## config.mk

```make
export PLATFORM = sky130hd
export DESIGN_NAME = regfile_write_queue
export DESIGN_NICKNAME = d
export VERILOG_FILES = /design/src/rtl/regfile_write_queue.sv
export SDC_FILE = /design/constraint.sdc
export NUM_CORES = 1
export LEC_CHECK = 0
export CAP_MARGIN = 10
export CORE_MARGIN = 10
export CORE_UTILIZATION = 50
export CTS_BUF_LIST = sky130_fd_sc_hd__clkbuf_16
export CTS_CLUSTER_DIAMETER = 30
export DETAILED_ROUTE_END_ITERATION = 7
export PLACE_DENSITY = 0.74
export SLEW_MARGIN = 20
export SYNTH_ARGS = -nofsm -noshare
export SYNTH_HDL_FRONTEND = slang
export SYNTH_SLANG_ARGS = --single-unit
```

## constraint.sdc

```tcl
create_clock -name clock -period 16 [get_ports clock]
set_clock_uncertainty 0.2 [all_clocks]
set_input_delay 4.8 -clock clock [delete_from_list [all_inputs] [get_ports clock]]
set_output_delay 4.8 -clock clock [all_outputs]
set_load 0.02 [all_outputs]
```

## src/rtl/regfile_write_queue.sv

```systemverilog
// Register-file write queue: buffers write-back writes, drains one per cycle, flags RAW hazards.
// Optional macro WQ_FORWARD_EN adds youngest-match forwarding ports for both read ports.
module regfile_write_queue #(
    parameter int DEPTH = 4,
    parameter int AW    = 2
) (
    input  logic          clock,
    input  logic          reset,
    input  logic          in_valid,
    output logic          in_ready,
    input  logic [4:0]    in_reg,
    input  logic [31:0]   in_data,
    input  logic          wr_stall,
    output logic          wr_enable,
    output logic [4:0]    wr_reg,
    output logic [31:0]   wr_data,
    input  logic [4:0]    rd_reg_a,
    input  logic [4:0]    rd_reg_b,
    output logic          hazard_a,
    output logic          hazard_b,
`ifdef WQ_FORWARD_EN
    output logic          fwd_valid_a,
    output logic          fwd_valid_b,
    output logic [31:0]   fwd_data_a,
    output logic [31:0]   fwd_data_b,
`endif
    output logic [AW:0]   count
);

    localparam logic [AW:0] FULL = (AW+1)'(DEPTH);

    logic [4:0]    reg_q  [DEPTH];
    logic [31:0]   data_q [DEPTH];
    logic [AW-1:0] head_q, head_d;
    logic [AW-1:0] tail_q, tail_d;
    logic [AW:0]   count_q, count_d;

    logic             push;
    logic             pop;
    logic [DEPTH-1:0] occupied;
    logic [DEPTH-1:0] match_a;
    logic [DEPTH-1:0] match_b;

    assign in_ready  = (count_q != FULL);
    assign wr_enable = (count_q != '0) && !wr_stall;
    // Writes to r0 complete the handshake but are dropped, since r0 is never written.
    assign push      = in_valid && in_ready && (in_reg != 5'd0);
    assign pop       = wr_enable;

    assign wr_reg  = (count_q != '0) ? reg_q[head_q]  : 5'd0;
    assign wr_data = (count_q != '0) ? data_q[head_q] : 32'd0;
    assign count   = count_q;

    always_comb begin
        head_d  = head_q;
        tail_d  = tail_q;
        count_d = count_q;
        if (push) tail_d = tail_q + AW'(1);
        if (pop)  head_d = head_q + AW'(1);
        case ({push, pop})
            2'b10:   count_d = count_q + (AW+1)'(1);
            2'b01:   count_d = count_q - (AW+1)'(1);
            default: count_d = count_q;
        endcase
    end

    always_ff @(posedge clock) begin
        if (reset) begin
            head_q  <= '0;
            tail_q  <= '0;
            count_q <= '0;
            // NOTE: entries are cleared too so no stale data is visible after reset.
            for (int i = 0; i < DEPTH; i++) begin
                reg_q[i]  <= 5'd0;
                data_q[i] <= 32'd0;
            end
        end else begin
            head_q  <= head_d;
            tail_q  <= tail_d;
            count_q <= count_d;
            if (push) begin
                reg_q[tail_q]  <= in_reg;
                data_q[tail_q] <= in_data;
            end
        end
    end

    // An entry is live when its distance from head is below the occupancy count.
    for (genvar i = 0; i < DEPTH; i++) begin : g_scan
        logic [AW-1:0] offset;
        assign offset      = AW'(i) - head_q;
        assign occupied[i] = ({1'b0, offset} < count_q);
        assign match_a[i]  = occupied[i] && (reg_q[i] == rd_reg_a) && (rd_reg_a != 5'd0);
        assign match_b[i]  = occupied[i] && (reg_q[i] == rd_reg_b) && (rd_reg_b != 5'd0);
    end

    assign hazard_a = |match_a;
    assign hazard_b = |match_b;

`ifdef WQ_FORWARD_EN
    assign fwd_valid_a = hazard_a;
    assign fwd_valid_b = hazard_b;

    // Walk from head toward tail so the youngest matching entry wins.
    always_comb begin
        fwd_data_a = 32'd0;
        fwd_data_b = 32'd0;
        for (int k = 0; k < DEPTH; k++) begin
            if (match_a[head_q + AW'(k)]) fwd_data_a = data_q[head_q + AW'(k)];
            if (match_b[head_q + AW'(k)]) fwd_data_b = data_q[head_q + AW'(k)];
        end
    end
`endif

endmodule

```

==> results of run 1 <==
[cells by family after synthesis]
group	after synthesis	share of synthesized area
compound gates	15	0.01452
simple gates	232	0.1833
buf+inv	46	0.02626
fa+ha+maj	6	0.01077
mux	37	0.1086
flops	157	0.6028
xor+xnor	47	0.05366
[path summary, 6_finish.rpt]
kind	to	cells after the start	slack, ns	start
worst max-delay path	hazard_a	7	4.17	rd_reg_a[1]
worst min-delay path	count[1]	2	0.40	count[1]
worst max register to register	count[2]	8	13.09	count[2]
worst min register to register	count[1]	2	0.40	count[1]
[power groups by stage]
stage | clock network, W | logic (W) | registers, W
6_report | 0.000348 | 0.000475 | 0.000547
5_1_grt | 0.000369 | 0.000514 | 0.000555
4_1_cts | 0.000350 | 0.000483 | 0.000549
3_5_place_dp | 0 | 0.000480 | 0.000558
3_3_place_gp | 0 | 0.000476 | 0.000554
2_1_floorplan | 0 | 0.000307 | 0.000533
[metrics by stage]
stage / util / cell area (µm²) / total power (W) / instances
after floorplan: - / 7671 / 0.0008396 / 540
after global placement: 0.5808 / 8797 / 0.001031 / 794
after detailed placement: 0.5808 / 8797 / 0.001038 / 794
after CTS: 0.6144 / 9305 / 0.001382 / 826
after global routing: 0.6145 / 9308 / 0.001437 / 826
final: 0.6145 / 9308 / 0.001370 / 826
[registers in the layout, indices dropped and copies added, names as in the netlist, named ones only]
register / flops
count: 3
data_q: 128
head_q: 2
reg_q: 20
tail_q: 2
[synth_stat cells]
| cell type | instances | share of area |
|---|---|---|
| sky130_fd_sc_hd__or3b_2 | 1 | 0.0011 |
| sky130_fd_sc_hd__mux4_2 | 37 | 0.11 |
| sky130_fd_sc_hd__a21boi_0 | 1 | 0.00098 |
| sky130_fd_sc_hd__xor2_1 | 18 | 0.021 |
| sky130_fd_sc_hd__o22ai_1 | 2 | 0.0016 |
| sky130_fd_sc_hd__ha_1 | 5 | 0.0082 |
| sky130_fd_sc_hd__inv_1 | 9 | 0.0044 |
| sky130_fd_sc_hd__o211ai_4 | 1 | 0.0028 |
| sky130_fd_sc_hd__nand2b_1 | 2 | 0.0016 |
| sky130_fd_sc_hd__or3_1 | 1 | 0.00082 |
| sky130_fd_sc_hd__nand2_1 | 2 | 0.00098 |
| sky130_fd_sc_hd__or4_1 | 1 | 0.00098 |
| sky130_fd_sc_hd__o21ai_0 | 2 | 0.0013 |
| sky130_fd_sc_hd__fa_1 | 1 | 0.0026 |
| sky130_fd_sc_hd__nor2b_1 | 38 | 0.031 |
| sky130_fd_sc_hd__nor3_1 | 4 | 0.0026 |
| sky130_fd_sc_hd__or2_1 | 1 | 0.00082 |
| sky130_fd_sc_hd__a21o_1 | 1 | 0.00098 |
| sky130_fd_sc_hd__nor4_1 | 10 | 0.0082 |
| sky130_fd_sc_hd__xnor2_1 | 29 | 0.033 |
| sky130_fd_sc_hd__edfxtp_1 | 148 | 0.58 |
| sky130_fd_sc_hd__o31ai_1 | 1 | 0.00098 |
| sky130_fd_sc_hd__nor3_2 | 1 | 0.0013 |
| sky130_fd_sc_hd__nand3_1 | 8 | 0.0052 |
| sky130_fd_sc_hd__buf_1 | 1 | 0.00049 |
| sky130_fd_sc_hd__buf_2 | 5 | 0.0033 |
| sky130_fd_sc_hd__o21ba_2 | 2 | 0.0026 |
| sky130_fd_sc_hd__clkbuf_1 | 28 | 0.014 |
| sky130_fd_sc_hd__buf_6 | 3 | 0.0044 |
| sky130_fd_sc_hd__nand2b_2 | 1 | 0.0011 |
| sky130_fd_sc_hd__a21oi_1 | 5 | 0.0033 |
| sky130_fd_sc_hd__nor2_1 | 14 | 0.0069 |
| sky130_fd_sc_hd__dfxtp_1 | 9 | 0.023 |
| sky130_fd_sc_hd__and2_1 | 148 | 0.12 |
[worst register-to-register path: stages (launching register included)]
cell                       delay (ns)
sky130_fd_sc_hd__dfxtp_1         0.50
sky130_fd_sc_hd__or3b_2          0.55
sky130_fd_sc_hd__o211ai_4        0.21
sky130_fd_sc_hd__ha_1            0.27
sky130_fd_sc_hd__inv_1           0.06
sky130_fd_sc_hd__fa_1            0.38
sky130_fd_sc_hd__xor2_1          0.16
sky130_fd_sc_hd__or3_1           0.32
sky130_fd_sc_hd__a21oi_1         0.18
[per-layer routing]
metal	up-vias	track usage	wire (µm)	share of wire
li1	2090	-	-	-
met1	2286	0.2138	7354	0.42
met2	140	0.2930	8745	0.50
met3	27	0.03663	984	0.056
met4	0	0.07093	359	0.021
met5	-	0	0	0
[final cells by class]
class	instances	area, µm²
fillers	1138	5838
inverters	9	33.78
repair buffers	103	1008
well taps	188	235.2
multi-input cells	337	2895
clock inverters	15	82.58
flip-flops and latches	157	4627
clock buffers	17	425.4
==> reports/qor.json, run 1 <==
{
  "critical_path": {
    "worst_setup_sp_type": "primary input",
    "worstPathMaxFanout": 5,
    "crit_path_top_delay_cell": "sky130_fd_sc_hd__clkdlybuf4s50_1",
    "crit_path_end_kind": "output port",
    "critical_path_class": "in -> out",
    "critical_path_buf_inv_count": 2,
    "crit_chain": "clkdlybuf4s50_1 -> xnor2_1 -> nand3_1 -> nor4_1 -> nor4_1 -> a21oi_1 -> clkdlybuf4s50_1",
    "cp_top_family": "buffers and inverters",
    "cp.required_ns": 11.00,
    "critPathArrivalTime_ns": 6.83,
    "critPathMaxStageDelay_ns": 0.64
  },
  "pwr": {
    "irDropWorstVdd_mv": 0.08869,
    "p_int_w": 0.0009275,
    "pwr_density_cell_mw_per_mm2": 147.2,
    "leakage_power_nw": 3.284,
    "power_switching_share": 0.3232,
    "total_switching_power_w": 0.0004429,
    "clkPwrFrac": 0.254,
    "seq_power_share": 0.399,
    "share_comb_of_total_power": 0.347
  },
  "synth": {
    "ys_types": 34,
    "seq_area_frac_synth": 0.6028,
    "ys_ff_latch": 157,
    "syn_area_per_cell_um2": 14.21,
    "netlist_instances": 540,
    "netlist_area_mm2": 0.007671,
    "mappedNetlistNets": 597,
    "synth.yosys.warnings": 0
  },
  "routing": {
    "vias_after_detailed_routing": 4543,
    "drc_errors": 0,
    "drtAntennaViolNets": 0,
    "routedWlPerCell_um": 21.12,
    "routed_wirelength_um": 17440,
    "detailed_router_s_first_iteration_violation_count": 256,
    "route.detailed.vias_per_inst": 5.500,
    "first_pass_iters": 5
  },
  "clocking": {
    "clk_pin_slew_worst_paths_ns": 0.06,
    "cts-resized-gates": 0,
    "cts.root.buffer_cell": "sky130_fd_sc_hd__clkbuf_16",
    "hold_bufs_inserted_after_cts": 0,
    "clk-insertion-delay-late_ns": 0.42,
    "cts_max_path_buffers": 2,
    "htreeDepth": 4,
    "post-cts-setup-buffers": 0,
    "cts_tree": "built",
    "cts.sink_count": 157,
    "numCtsBuffers": 17
  },
  "sta": {
    "report.final.slew_viol_count": 0,
    "worst_slack_ns": 4.165,
    "setup-tns-final_ns": 0,
    "report.final.setup_viol": 0,
    "finalHoldViolCount": 0,
    "min_period_ns": 11.83,
    "worst_slew_pin_slew_ns": 1.052,
    "relSlewSlack": 0.2988,
    "fin_crit_sh": 0.7397,
    "fmax_mhz": 84.50,
    "fin_hold_ws_ns": 0.4017,
    "rsz_0062_raised_after_global_routing": "false"
  },
  "run": {
    "max-cap-violations": 0
  },
  "floorplanning": {
    "core_mm2": 0.01515,
    "chipHeight_um": 143.9,
    "initial_core_util": 0.5065,
    "ios": 95,
    "fp.dieW_um": 143.9,
    "placement_rows": 45,
    "design.die.area_mm2": 0.02070
  },
  "placed_design": {
    "detailedPlacementHpwl_um": 11100,
    "gp_congestion": 0.8192,
    "io_buffer_count": 94,
    "detailedPlace.worstSlack_ns": 4.130
  },
  "global_route": {
    "grtUsageTotal": 0.1742,
    "grt_pass1_wl_um": 27300,
    "first_global_vias": 4912,
    "grt_max_degree": 38,
    "antenna_found_initial": 0,
    "globalRouteOverflowTotal": 0
  },
  "cells_and_area": {
    "total_inserted_antenna_cells": 0,
    "nNetsFinal": 682,
    "synthToLayoutAreaGrowth_pct": 21.33,
    "layout-drive-gt1-share": 0.1379,
    "layout_common_cells": "sky130_fd_sc_hd__and2_1 (148), sky130_fd_sc_hd__edfxtp_1 (148), sky130_fd_sc_hd__clkdlybuf4s50_1 (94), sky130_fd_sc_hd__nor2b_1 (38), sky130_fd_sc_hd__mux4_2 (37)"
  },
  "status": {
    "status": "completed"
  },
  "hold_path": {
    "min-delay-path-class": "reg -> reg"
  }
}
Note: power is estimated with default switching activity, not from simulation.
==> run 2, diff against run 1 <==
PLACE_DENSITY = 0.77   (was 0.74)
clock period = 9.7 ns   (was 16 ns; I/O delays follow)
==> reports/qor.json, run 2 (synthesis results as in run 1) <==
{
  "status": {
    "status": {"value": "completed", "change": "unchanged"}
  },
  "routing": {
    "vias_after_detailed_routing": {"value": 4586, "change": "was 4543"},
    "routedWlPerCell": {"value": 21.14, "unit": "µm", "change": "was 21.12 µm"},
    "route.detailed.vias_per_inst": {"value": 5.552, "change": "was 5.500"},
    "first_pass_iters": {"value": 5, "change": "unchanged"},
    "detailed_router_s_first_iteration_violation_count": {"value": 399, "change": "was 256"},
    "drtAntennaViolNets": {"value": 0, "change": "unchanged"},
    "routed_wirelength": {"value": 17460, "unit": "µm", "change": "was 17440 µm"},
    "drc_errors": {"value": 0, "change": "unchanged"}
  },
  "clocking": {
    "cts_max_path_buffers": {"value": 2, "change": "unchanged"},
    "cts.root.buffer_cell": {"value": "sky130_fd_sc_hd__clkbuf_16", "change": "unchanged"},
    "cts_tree": {"value": "built", "change": "unchanged"},
    "clk-insertion-delay-late": {"value": 0.41, "unit": "ns", "change": "was 0.42 ns"},
    "cts.sink_count": {"value": 157, "change": "unchanged"},
    "hold_bufs_inserted_after_cts": {"value": 0, "change": "unchanged"},
    "clk_pin_slew_worst_paths": {"value": 0.06, "unit": "ns", "change": "about the same"},
    "numCtsBuffers": {"value": 17, "change": "unchanged"},
    "post-cts-setup-buffers": {"value": 0, "change": "unchanged"},
    "cts-resized-gates": {"value": 0, "change": "unchanged"},
    "htreeDepth": {"value": 4, "change": "unchanged"}
  },
  "global_route": {
    "first_global_vias": {"value": 5081, "change": "was 4912"},
    "globalRouteOverflowTotal": {"value": 0, "change": "unchanged"},
    "grtUsageTotal": {"value": 0.1736, "change": "was 0.1742"},
    "grt_max_degree": {"value": 38, "change": "unchanged"},
    "antenna_found_initial": {"value": 0, "change": "unchanged"},
    "grt_pass1_wl": {"value": 27200, "unit": "µm", "change": "was 27300 µm"}
  },
  "critical_path": {
    "ff2ff_path_depth": {"value": 8, "change": "unchanged"},
    "worstPathMaxFanout": {"value": 5, "change": "unchanged"},
    "critPathMaxStageDelay": {"value": 0.64, "unit": "ns", "change": "about the same"},
    "crit_path_top_delay_cell": {"value": "sky130_fd_sc_hd__clkdlybuf4s50_1", "change": "unchanged"},
    "crit_path_end_kind": {"value": "output port", "change": "unchanged"},
    "critPathArrivalTime": {"value": 4.96, "unit": "ns", "change": "was 6.83 ns"},
    "critical_path_class": {"value": "in -> out", "change": "unchanged"},
    "cp.required": {"value": 6.59, "unit": "ns", "change": "was 11.00 ns"},
    "critical_path_buf_inv_count": {"value": 2, "change": "unchanged"},
    "worst-path-stages": {"value": 7, "change": "unchanged"},
    "crit_chain": {"value": "clkdlybuf4s50_1 -> xnor2_1 -> nand3_1 -> nor4_1 -> nor4_1 -> a21oi_1 -> clkdlybuf4s50_1", "change": "unchanged"},
    "cp_top_family": {"value": "buffers and inverters", "change": "unchanged"},
    "worst_setup_sp_type": {"value": "primary input", "change": "unchanged"}
  },
  "pwr": {
    "pwr_density_cell": {"value": 250.3, "unit": "mW/mm²", "change": "was 147.2 mW/mm²"},
    "totalPowerFinal": {"value": 0.002357, "unit": "W", "change": "was 0.001370 W"},
    "irDropWorstVdd": {"value": 0.2190, "unit": "mV", "change": "was 0.08869 mV"},
    "leakage_power": {"value": 3.346, "unit": "nW", "change": "was 3.284 nW"}
  },
  "sta": {
    "finalHoldViolCount": {"value": 0, "change": "unchanged"},
    "report.final.setup_viol": {"value": 0, "change": "unchanged"},
    "worst_slew_pin_slew": {"value": 1.041, "unit": "ns", "change": "was 1.052 ns"},
    "report.final.slew_viol_count": {"value": 0, "change": "unchanged"},
    "worst_slack": {"value": 1.625, "unit": "ns", "change": "was 4.165 ns"},
    "setup-tns-final": {"value": 0, "unit": "ns", "change": "unchanged"},
    "fmax_mhz": 123.8,
    "fin_crit_sh": 0.8325,
    "fin_hold_ws": {"value": 0.4213, "unit": "ns", "change": "was 0.4017 ns"},
    "relSlewSlack": {"value": 0.3062, "change": "was 0.2988"},
    "min_period_ns": 8.075,
    "rsz_0062_raised_after_global_routing": {"value": "false", "change": "unchanged"}
  },
  "floorplanning": {
    "placement_rows": {"value": 45, "change": "unchanged"},
    "chipHeight": {"value": 143.9, "unit": "µm", "change": "unchanged"},
    "core": {"value": 0.01515, "unit": "mm²", "change": "unchanged"},
    "initial_core_util": {"value": 0.5065, "change": "unchanged"},
    "fp.dieW": {"value": 143.9, "unit": "µm", "change": "unchanged"},
    "design.die.area": {"value": 0.02070, "unit": "mm²", "change": "unchanged"},
    "ios": {"value": 95, "change": "unchanged"}
  },
  "hold_path": {
    "hold-path-cell-count": {"value": 2, "change": "unchanged"},
    "min-delay-path-class": {"value": "reg -> reg", "change": "unchanged"}
  },
  "cells_and_area": {
    "largest_register_ff_count": {"value": 128, "change": "unchanged"},
    "nNetsFinal": {"value": 683, "change": "was 682"},
    "finish.cell_count_without_fillers": {"value": 826, "change": "unchanged"},
    "multi_input_comb_area": {"value": 0.002893, "unit": "mm²", "change": "was 0.002895 mm²"},
    "total_inserted_antenna_cells": {"value": 0, "change": "unchanged"},
    "layout_common_cells": {"value": "sky130_fd_sc_hd__and2_1 (148), sky130_fd_sc_hd__edfxtp_1 (148), sky130_fd_sc_hd__clkdlybuf4s50_1 (94), sky130_fd_sc_hd__nor2b_1 (38), sky130_fd_sc_hd__mux4_2 (37)", "change": "unchanged"},
    "layout-drive-gt1-share": {"value": 0.1442, "change": "was 0.1379"},
    "nFillCells": {"value": 1082, "change": "was 1138"},
    "max_flop_register": {"value": "data_q", "change": "unchanged"},
    "final-seq-area": {"value": 0.004627, "unit": "mm²", "change": "unchanged"},
    "synthToLayoutAreaGrowth": {"value": 22.77, "unit": "%", "change": "was 21.33%"}
  },
  "placed_design": {
    "detailedPlacementHpwl": {"value": 10870, "unit": "µm", "change": "was 11100 µm"},
    "gp_congestion": {"value": 0.8397, "change": "was 0.8192"},
    "detailedPlace.worstSlack": {"value": 1.630, "unit": "ns", "change": "was 4.130 ns"},
    "dp_cells": {"value": 794, "change": "unchanged"},
    "io_buffer_count": {"value": 94, "change": "unchanged"}
  },
  "run": {
    "max-cap-violations": {"value": 0, "change": "unchanged"}
  }
}
==> run 2: changes by cell type in the layout (fill, tap and decap cells not counted), sizes merged <==
cell / previous run / this run
clkinvlp: 3 / 1
clkinv: 12 / 5
buf: 9 / 10
bufinv: 0 / 3
inv: 9 / 14
==> run 2: area by class of cell <==
class	instances	area share
Sequential cell	157	0.4913
Multi-Input combinational cell	337	0.3072
Timing Repair Buffer	104	0.1100
Clock buffer	17	0.04517
Tap cell	188	0.02498
Clock inverter	14	0.01780
Inverter	9	0.003587
==> run 2: power by group <==
part / switching, W / internal (W)
Clock: 0.000261 / 0.000404
Combinational: 0.000405 / 0.000381
Sequential: 0.0000738 / 0.000832
==> run 2: path summary, 6_finish.rpt <==
kind / slack [ns] / to / start
worst min-delay path: 0.42 / count[1] / count[1]
worst min register to register: 0.42 / count[1] / count[1]
worst max register to register: 6.84 / count[2] / count[2]
worst max-delay path: 1.63 / hazard_a / rd_reg_a[1]
==> run 2: tightest hold or removal path: cells and delay by family, from the launching register on <==
family / cells / cell delay, ns
simple gates: 1 / 0.08
compound gates: 1 / 0.10
flops: 1 / 0.41
==> run 2: per-layer routing <==
metal  vias up  share of wire  GRT usage
met5         -              0          0
li1       2093              -          -
met3        24          0.075    0.05281
met1      2323           0.39     0.2019
met4         0          0.016    0.06556
met2       146           0.52     0.2951
==> run 2: per-stage QoR <==
stage | cell area [µm²] | util
floorplan | 7671 | -
global placement | 8797 | 0.5808
detailed placement | 8797 | 0.5808
CTS | 9390 | 0.6200
global route | 9418 | 0.6218
finish | 9418 | 0.6218
==> run 3, diff against run 2 <==
clock period = 6.6 ns   (was 9.7 ns; I/O delays follow)
==> reports/qor.json, run 3 (synthesis results as in run 1) <==
{
  "floorplanning": {
    "design.die.area": {"value": 0.02070, "unit": "mm²", "change": "unchanged"},
    "initial_core_util": {"value": 0.5065, "change": "unchanged"},
    "fp.dieW": {"value": 143.9, "unit": "µm", "change": "unchanged"},
    "chipHeight": {"value": 143.9, "unit": "µm", "change": "unchanged"},
    "core": {"value": 0.01515, "unit": "mm²", "change": "unchanged"},
    "placement_rows": {"value": 45, "change": "unchanged"},
    "ios": {"value": 95, "change": "unchanged"}
  },
  "critical_path": {
    "timing_startpoint_of_the_critical_path": {"value": "rd_reg_a[0]", "change": "was rd_reg_a[1]"},
    "worst-r2r-setup-slack": {"value": 3.71, "unit": "ns", "change": "was 6.84 ns"},
    "crit_chain": {"value": "clkdlybuf4s50_1 -> xnor2_1 -> nand3_1 -> nor4_1 -> nor4_1 -> a21oi_1 -> clkdlybuf4s50_1", "change": "unchanged"},
    "critical_path_class": {"value": "in -> out", "change": "unchanged"},
    "cp.required": {"value": 4.42, "unit": "ns", "change": "was 6.59 ns"},
    "ff2ff_path_depth": {"value": 5, "change": "was 8"},
    "crit_path_top_delay_cell": {"value": "sky130_fd_sc_hd__clkdlybuf4s50_1", "change": "unchanged"},
    "worst_setup_sp_type": {"value": "primary input", "change": "unchanged"},
    "critPathMaxStageDelay": {"value": 0.65, "unit": "ns", "change": "was 0.64 ns"},
    "crit-reg2reg-launch": {"value": "count[2]", "change": "unchanged"},
    "critPathArrivalTime": {"value": 4.05, "unit": "ns", "change": "was 4.96 ns"},
    "crit_path_end_kind": {"value": "output port", "change": "unchanged"},
    "destination_of_the_critical_timing_path": {"value": "hazard_a", "change": "unchanged"},
    "crit-reg2reg-capture": {"value": "data_q[0][24]", "change": "was count[2]"},
    "worstPathMaxFanout": {"value": 5, "change": "unchanged"}
  },
  "cells_and_area": {
    "layout_common_cells": {"value": "sky130_fd_sc_hd__and2_1 (148), sky130_fd_sc_hd__edfxtp_1 (148), sky130_fd_sc_hd__clkdlybuf4s50_1 (94), sky130_fd_sc_hd__nor2b_1 (38), sky130_fd_sc_hd__mux4_2 (37)", "change": "unchanged"},
    "largest_register_ff_count": {"value": 128, "change": "unchanged"},
    "nFillCells": {"value": 1123, "change": "was 1082"},
    "layout-drive-gt1-share": {"value": 0.1460, "change": "was 0.1442"},
    "nNetsFinal": {"value": 683, "change": "unchanged"},
    "max_flop_register": {"value": "data_q", "change": "unchanged"},
    "total_inserted_antenna_cells": {"value": 0, "change": "unchanged"},
    "synthToLayoutAreaGrowth": {"value": 22.52, "unit": "%", "change": "was 22.77%"},
    "finish.cell_count_without_fillers": {"value": 825, "change": "was 826"}
  },
  "pwr": {
    "pwr_density_cell": {"value": 366.9, "unit": "mW/mm²", "change": "was 250.3 mW/mm²"},
    "irDropWorstVdd": {"value": 0.2169, "unit": "mV", "change": "was 0.2190 mV"},
    "leakage_power": {"value": 3.328, "unit": "nW", "change": "was 3.346 nW"},
    "totalPowerFinal": {"value": 0.003449, "unit": "W", "change": "was 0.002357 W"}
  },
  "global_route": {
    "first_global_vias": {"value": 4991, "change": "was 5081"},
    "antenna_found_initial": {"value": 0, "change": "unchanged"},
    "grt_pass1_wl": {"value": 27230, "unit": "µm", "change": "was 27200 µm"},
    "grtUsageTotal": {"value": 0.1740, "change": "was 0.1736"},
    "grt.met1_usage": {"value": 0.2059, "change": "was 0.2019"},
    "grt_util_met2": {"value": 0.2995, "change": "was 0.2951"},
    "globalRoute.busiestLayer": {"value": "met2", "change": "unchanged"},
    "grt_max_degree": {"value": 38, "change": "unchanged"},
    "grtUsageMet3": {"value": 0.04884, "change": "was 0.05281"},
    "globalRouteOverflowTotal": {"value": 0, "change": "unchanged"}
  },
  "clocking": {
    "cts.root.buffer_cell": {"value": "sky130_fd_sc_hd__clkbuf_16", "change": "unchanged"},
    "cts-resized-gates": {"value": 0, "change": "unchanged"},
    "cts.sink_count": {"value": 157, "change": "unchanged"},
    "htreeDepth": {"value": 4, "change": "unchanged"},
    "cts_tree": {"value": "built", "change": "unchanged"},
    "numCtsBuffers": {"value": 17, "change": "unchanged"},
    "post-cts-setup-buffers": {"value": 0, "change": "unchanged"},
    "cts_max_path_buffers": {"value": 2, "change": "unchanged"},
    "clk-insertion-delay-late": {"value": 0.41, "unit": "ns", "change": "about the same"},
    "clk_pin_slew_worst_paths": {"value": 0.06, "unit": "ns", "change": "about the same"},
    "hold_bufs_inserted_after_cts": {"value": 0, "change": "unchanged"}
  },
  "routing": {
    "route.detailed.vias_per_inst": {"value": 5.464, "change": "was 5.552"},
    "routed_wirelength": {"value": 17300, "unit": "µm", "change": "was 17460 µm"},
    "vias_after_detailed_routing": {"value": 4508, "change": "was 4586"},
    "detailed_router_s_first_iteration_violation_count": {"value": 373, "change": "was 399"},
    "drtAntennaViolNets": {"value": 0, "change": "unchanged"},
    "drc_errors": {"value": 0, "change": "unchanged"},
    "first_pass_iters": {"value": 5, "change": "unchanged"},
    "routedWlPerCell": {"value": 20.96, "unit": "µm", "change": "was 21.14 µm"}
  },
  "placed_design": {
    "gp_congestion": {"value": 0.8601, "change": "was 0.8397"},
    "detailedPlacementHpwl": {"value": 11020, "unit": "µm", "change": "was 10870 µm"},
    "io_buffer_count": {"value": 94, "change": "unchanged"},
    "dp_cells": {"value": 795, "change": "was 794"}
  },
  "sta": {
    "rsz_0062_raised_after_global_routing": {"value": "false", "change": "unchanged"},
    "fmax_mhz": 160.5,
    "worst_slew_pin_slew": {"value": 1.093, "unit": "ns", "change": "was 1.041 ns"},
    "min_period_ns": 6.231,
    "report.final.slew_viol_count": {"value": 0, "change": "unchanged"},
    "setup-tns-final": {"value": 0, "unit": "ns", "change": "unchanged"},
    "finalHoldViolCount": {"value": 0, "change": "unchanged"},
    "relSlewSlack": {"value": 0.2714, "change": "was 0.3062"},
    "report.final.setup_viol": {"value": 0, "change": "unchanged"},
    "fin_crit_sh": 0.9440
  },
  "hold_path": {
    "min-delay-path-class": {"value": "reg -> reg", "change": "unchanged"}
  },
  "status": {
    "status": {"value": "completed", "change": "unchanged"}
  },
  "run": {
    "max-cap-violations": {"value": 0, "change": "unchanged"}
  }
}
-- run 3: cell types whose count changed in the layout (fill, tap and decap cells not counted), sizes merged --
cell      change
inv           -2
clkinv        -1
clkinvlp      +2
-- run 3: cell type report --
class | count | area, µm² | share of cell area
Multi-Input combinational cell | 337 | 2893 | 0.3078
Tap cell | 188 | 235.2 | 0.02503
Inverter | 9 | 33.78 | 0.003594
Sequential cell | 157 | 4629 | 0.4925
Timing Repair Buffer | 104 | 1016 | 0.1081
Clock buffer | 17 | 425.4 | 0.04526
Clock inverter | 13 | 166.4 | 0.01771
-- run 3: worst min path at each step --
stage,to,from,slack [ns],cells past startpoint
2_1_floorplan,tail_q[1],tail_q[1],0.37,2
3_3_place_gp,count[1],count[1],0.37,2
3_5_place_dp,count[1],count[1],0.39,2
4_1_cts,count[1],count[1],0.41,2
5_1_grt,count[0],count[0],0.47,2
6_report,count[1],count[1],0.39,2
-- run 3: critical path: cells and delay by family --
family | cells | cell delay [ns]
AOI/OAI and AO/OA | 1 | 0.13
xor gates and xnor gates | 1 | 0.17
buffers and inverters | 2 | 1.28
and+or+nand+nor | 3 | 0.50
-- run 3: power by group --
group          total, W  leakage, nW  internal [W]  switching, W
sequential      0.00135         1.62       0.00122      0.000125
combinational   0.00113         1.43      0.000560      0.000571
clock          0.000968        0.282      0.000593      0.000375
total           0.00345         3.33       0.00238       0.00107
-- run 3: metal layers --
| metal | wire length (µm) | vias to the layer above |
|---|---|---|
| met4 | 227 | 0 |
| met2 | 9219 | 125 |
| met3 | 994 | 17 |
| li1 | - | 2090 |
| met1 | 6854 | 2276 |
| met5 | 0 | - |
-- run 3: stage by stage --
stage / area, µm² / setup slack, ns / hold WS, ns / util
after floorplan: 7671 / 0.8868 / 0.3694 / -
after global placement: 8805 / 0.4283 / 0.3676 / 0.5813
after detailed placement: 8805 / 0.3646 / 0.3925 / 0.5813
after CTS: 9397 / 0.3527 / 0.4051 / 0.6204
after global routing: 9399 / 0.1781 / 0.4667 / 0.6206
final: 9399 / 0.3694 / 0.3921 / 0.6206
